`src/rtl/sprdma.sv`:
```
// Sprite DMA engine: copies one 256-byte page to the PPU OAM data port.
// Snoops CPU writes for the trigger and owns the bus while copying.
module sprdma #(
  parameter logic [15:0] DMA_REG_ADDR  = 16'h4014,
  parameter logic [15:0] OAM_DATA_ADDR = 16'h2004
) (
  input  logic        clk_in,
  input  logic        nrst_in,
  input  logic [15:0] cpumc_a_in,
  input  logic [7:0]  cpumc_din_in,
  input  logic [7:0]  cpumc_dout_in,
  input  logic        cpu_r_nw_in,
  output logic        active_out,
  output logic [15:0] cpumc_a_out,
  output logic [7:0]  cpumc_d_out,
  output logic        cpumc_r_nw_out,
  output logic        done_out
);

  typedef enum logic [2:0] {
    IDLE  = 3'd0,
    START = 3'd1,
    READ  = 3'd2,
    LATCH = 3'd3,
    WRITE = 3'd4
  } state_t;

  state_t      state_q, state_d;
  logic [7:0]  page_q, page_d;
  logic [7:0]  idx_q, idx_d;
  logic [7:0]  data_q, data_d;
  logic        active_q, active_d;
  logic        done_q, done_d;
  logic        trig;

  assign trig = !cpu_r_nw_in &&
                (cpumc_a_in == DMA_REG_ADDR);

  // Next-state, capture and completion logic.
  always_comb begin
    state_d = state_q;
    page_d  = page_q;
    idx_d   = idx_q;
    data_d  = data_q;
    done_d  = 1'b0;
    unique case (state_q)
      IDLE: begin
        if (trig) begin
          page_d  = cpumc_din_in;
          idx_d   = 8'h00;
          state_d = START;
        end
      end
      START: state_d = READ;
      READ:  state_d = LATCH;
      LATCH: begin
        data_d  = cpumc_dout_in;
        state_d = WRITE;
      end
      WRITE: begin
        if (idx_q == 8'hFF) begin
          state_d = IDLE;
          done_d  = 1'b1;
        end else begin
          idx_d   = idx_q + 8'h01;
          state_d = READ;
        end
      end
      default: state_d = IDLE;
    endcase
    active_d = (state_d != IDLE);
  end

  // Bus drive decoded from the current state.
  always_comb begin
    cpumc_a_out    = 16'h0000;
    cpumc_d_out    = 8'h00;
    cpumc_r_nw_out = 1'b1;
    unique case (state_q)
      READ,
      LATCH: cpumc_a_out = {page_q, idx_q};
      WRITE: begin
        cpumc_a_out    = OAM_DATA_ADDR;
        cpumc_r_nw_out = 1'b0;
        cpumc_d_out    = data_q;
      end
      default: ;
    endcase
  end

  // State registers with asynchronous clear.
  always_ff @(posedge clk_in or negedge nrst_in) begin
    if (!nrst_in) begin
      state_q  <= IDLE;
      page_q   <= 8'h00;
      idx_q    <= 8'h00;
      data_q   <= 8'h00;
      active_q <= 1'b0;
      done_q   <= 1'b0;
    end else begin
      state_q  <= state_d;
      page_q   <= page_d;
      idx_q    <= idx_d;
      data_q   <= data_d;
      active_q <= active_d;
      done_q   <= done_d;
    end
  end

  assign active_out = active_q;
  assign done_out   = done_q;

endmodule

```
`config.mk`:
```
export PLATFORM = sky130hd
export DESIGN_NAME = sprdma
export DESIGN_NICKNAME = d
export VERILOG_FILES = /design/src/rtl/sprdma.sv
export SDC_FILE = /design/constraint.sdc
export NUM_CORES = 1
export LEC_CHECK = 0
export BUFFER_PORTS_ARGS = -buffer_cell sky130_fd_sc_hd__buf_2
export CAP_MARGIN = 0
export CORE_UTILIZATION = 42
export CTS_BUF_LIST = sky130_fd_sc_hd__clkbuf_8 sky130_fd_sc_hd__clkbuf_16
export DETAILED_ROUTE_END_ITERATION = 12
export GPL_TIMING_DRIVEN = 0
export PLACE_DENSITY = 0.77
export SLEW_MARGIN = 20
export SYNTH_ARGS = -nofsm -noshare
export SYNTH_HDL_FRONTEND = slang
export SYNTH_SLANG_ARGS = --single-unit
```
`constraint.sdc`:
```
create_clock -name clk_in -period 1.5 [get_ports clk_in]
set_input_delay 0.075 -clock clk_in [delete_from_list [all_inputs] [get_ports clk_in]]
set_output_delay 0.075 -clock clk_in [all_outputs]
set_load 0.02 [all_outputs]
```
==> flow_summary.yaml <==
timing:
  finalHoldViolations: 0
  layout_worst_path_cycle_share: 1.053
  slew_violations: 0
  rsz0062_at_grt: "yes"
  fmax_ghz: 0.6332
  fin_crit_ps: 1579
  max-slew-margin-rel: 0.5808
  whs_ps: 23.53
  layout_setup_ws_ps: -79.19
  finClkSkew_ps: 3.094
  worst_pin_slew_ps: 628.7
  setup-tns-final_ps: -904.2
  final-setup-viol-count: 20
synth:
  synth_area_um2: 1465
  synth_top_family_by_area: "simple AND/OR/NAND/NOR gates"
  synth_xor_xnor_area_share: 0.01196
  synth_top_area_share: 0.4953
  synth_top_flop_cell: "dfrtp_1"
  avgSynthCellArea_um2: 11.10
  synth_edf_count: 0
  synth_area_leader_cell: "dfrtp_1"
  synth.area.top_cells: "dfrtp_1, mux2_2, and2_1"
  async_flop_share: 1.000
  synthSimpleGateAreaFrac: 0.2536
  syn-num-nets: 168
  muxShareOfSynthArea: 0.1375
  synth_cell_types: 37
  ys_seq_elements: 29
  synth_compound_area_frac: 0.06917
  yosys_warnings: 0
  seq_area_frac_synth: 0.4953
  synthCells: 132
  synthAdderAreaFrac: 0.008540
pwr:
  ir_drop_mv: 1.037
  powerDensity_nw_per_um2: 1706
  p_leak_nw: 1.186
detailed_routing:
  drt-total-wl_um: 4046
  drt_iter0_markers: 48
  wl_per_cell_um: 15.10
  viasPerCell: 5.131
  drc: 0
  vias: 1375
  antenna_left: 0
  drtPass1Iterations: 4
setup_path:
  required_ps: 1650
  crit_slowest_cell: "dfrtp_2"
  startpoint_type: "flip-flop"
  max_stage_delay_ps: 450
  worstReg2RegStart: "state_q[1]$_DFF_PN0_"
  r2r_cells: 7
  cp.buffers_inverters: 3
  crit_arrival_ps: 1730
  worstPathMaxFanout: 6
  criticalPathCategory: "reg -> reg"
  startpoint: "state_q[1]$_DFF_PN0_"
  ff2ff_setup_slack_ps: -80
  cpMostUsedCell: "buf_6"
  cpLargestDelayFamily: "flip-flops"
  cp-end-kind: "flip-flop"
  crit_chain: "nor3b_4 -> buf_6 -> buf_6 -> o21ai_4 -> buf_6 -> o211ai_1 -> nand3_1"
  worstReg2RegEnd: "idx_q[5]$_DFFE_PN0P_"
cts:
  clock_latency_ps: 280
  path_clk_slew_ps: 60
  htreeDepth: 2
  clock_sinks: 29
  cts_made_buffers: 5
  clk_path_buf_depth: 2
  cts_tree: "yes"
  cts_root_buf: "clkbuf_8"
place:
  gp_congestion: 0.7533
  port_buffers: 61
  dpl_worst_slack_ps: -309.5
  hpwl_um: 2305
final_layout:
  final_core_util: 0.7360
  layout-drive-gt1-share: 0.6757
  final_nets: 257
  area.sequential_um2: 729.5
  final_common_cell: "buf_2"
  fill_cells: 250
  antennaDiodeCount: 0
  layout_common_cells: "buf_2, buf_6, dfrtp_1"
  multiInputGateArea_um2: 864.6
  areaGrowthSynthToFinish_pct: 67.63
hold_path:
  hold_start: "cpumc_dout_in[1]"
  hold_path_end: "data_q[1]$_DFFE_PN0P_"
  min_path_type: "in -> reg"
  holdPathStages: 2
die:
  ios: 62
  num_rows: 21
  start_util: 0.4391
  dieArea_um2: 3729
  die_y_um: 61.07
  coreArea_um2: 3337
  die_w_um: 61.07
global_route:
  grt_util_all_layers: 0.2016
  grt_first_pass_wirelength_um: 5430
  grt_pass1_vias: 1249
  antenna_found_initial: 0
  grt_max_degree: 30
  grt_overflow_total: 0
run_status:
  status: "finished, violations left"
  violations: "setup timing"
flow_run:
  drv_cap: 0
[logic make-up after synthesis]
kind of cell,Yosys count
buf+inv,7
flops,29
fa+ha+maj,1
compound gates,15
xor+xnor,2
simple gates,61
mux,17
[metrics by stage]
| step | power, mW | cells | cell area [µm²] |
|---|---|---|---|
| detailed placement | 2.612 | 239 | 1833 |
| global route | 4.433 | 268 | 2456 |
| finish | 4.191 | 268 | 2456 |
| floorplan | 2.189 | 132 | 1470 |
| global placement | 2.563 | 239 | 1833 |
| CTS | 3.507 | 257 | 2131 |
[what timing repair did]
item | CTS | global route
endpoints found under the setup margin | 47 | 39
pin swaps | 11 | 13
gates resized for setup | 34 | 76
hold buffers | 1 | 0
cloned | 1 | 0
endpoints found under the hold margin | 29 | 0
setup buffers | 9 | 11
[sequential cells by signal (all words and copies together) (netlist names)]
signal / cells
state_q: 3
done_out: 1
page_q: 8
active_out: 1
idx_q: 8
data_q: 8
[worst reg2reg max path, delay by kind of cell (launching register included)]
| family | cells | cell delay [ps] |
|---|---|---|
| DFF | 1 | 450 |
| buffers and inverters | 3 | 420 |
| and+or+nand+nor | 2 | 410 |
| AOI/OAI and AO/OA | 2 | 170 |
[Yosys cell counts, types with 2 or more instances]
| cell type | count |
|---|---|
| xnor2_1 | 2 |
| clkbuf_1 | 2 |
| inv_1 | 2 |
| o211ai_1 | 3 |
| nor3_1 | 2 |
| and2_1 | 22 |
| nor4b_1 | 2 |
| nor4_1 | 2 |
| dfrtp_1 | 29 |
| nand3_1 | 7 |
| nor2_1 | 7 |
| nand2_1 | 9 |
| a21oi_1 | 2 |
| mux2_4 | 3 |
| mux2_2 | 13 |
| o22ai_1 | 2 |
| o21ai_0 | 3 |
[cell type report]
type                    count  share of cell area
inverters                   3            0.007641
well taps                  46             0.02343
clock buffers               7             0.03923
flip-flops and latches     29              0.2970
repair buffers             83              0.2624
multi-input cells          96              0.3520
clock inverters             1            0.002038
plain buffers               3             0.01630
[power by group]
group / switching (mW) / internal [mW] / leakage (nW)
clock: 0.284 / 0.414 / 0.0542
sequential: 0.217 / 1.01 / 0.338
combinational: 1.06 / 1.20 / 0.794
[how the worst max path moves through the flow]
stage	endpoint	slack [ps]	cells after the start
2_1_floorplan	page_q[5]$_DFFE_PN0P_	-50	5
3_3_place_gp	page_q[7]$_DFFE_PN0P_	-210	6
3_5_place_dp	page_q[5]$_DFFE_PN0P_	-310	6
4_1_cts	page_q[2]$_DFFE_PN0P_	-130	5
5_1_grt	idx_q[0]$_DFFE_PN0P_	-170	7
6_report	idx_q[5]$_DFFE_PN0P_	-80	7
[metal layers]
layer,wire [µm],vias up,GRT usage
met5,0,-,0
met4,97,0,0.07143
met3,235,10,0.06092
met2,2077,61,0.3416
met1,1636,655,0.2436
li1,-,649,-
Note: power is estimated with default switching activity, not from simulation.
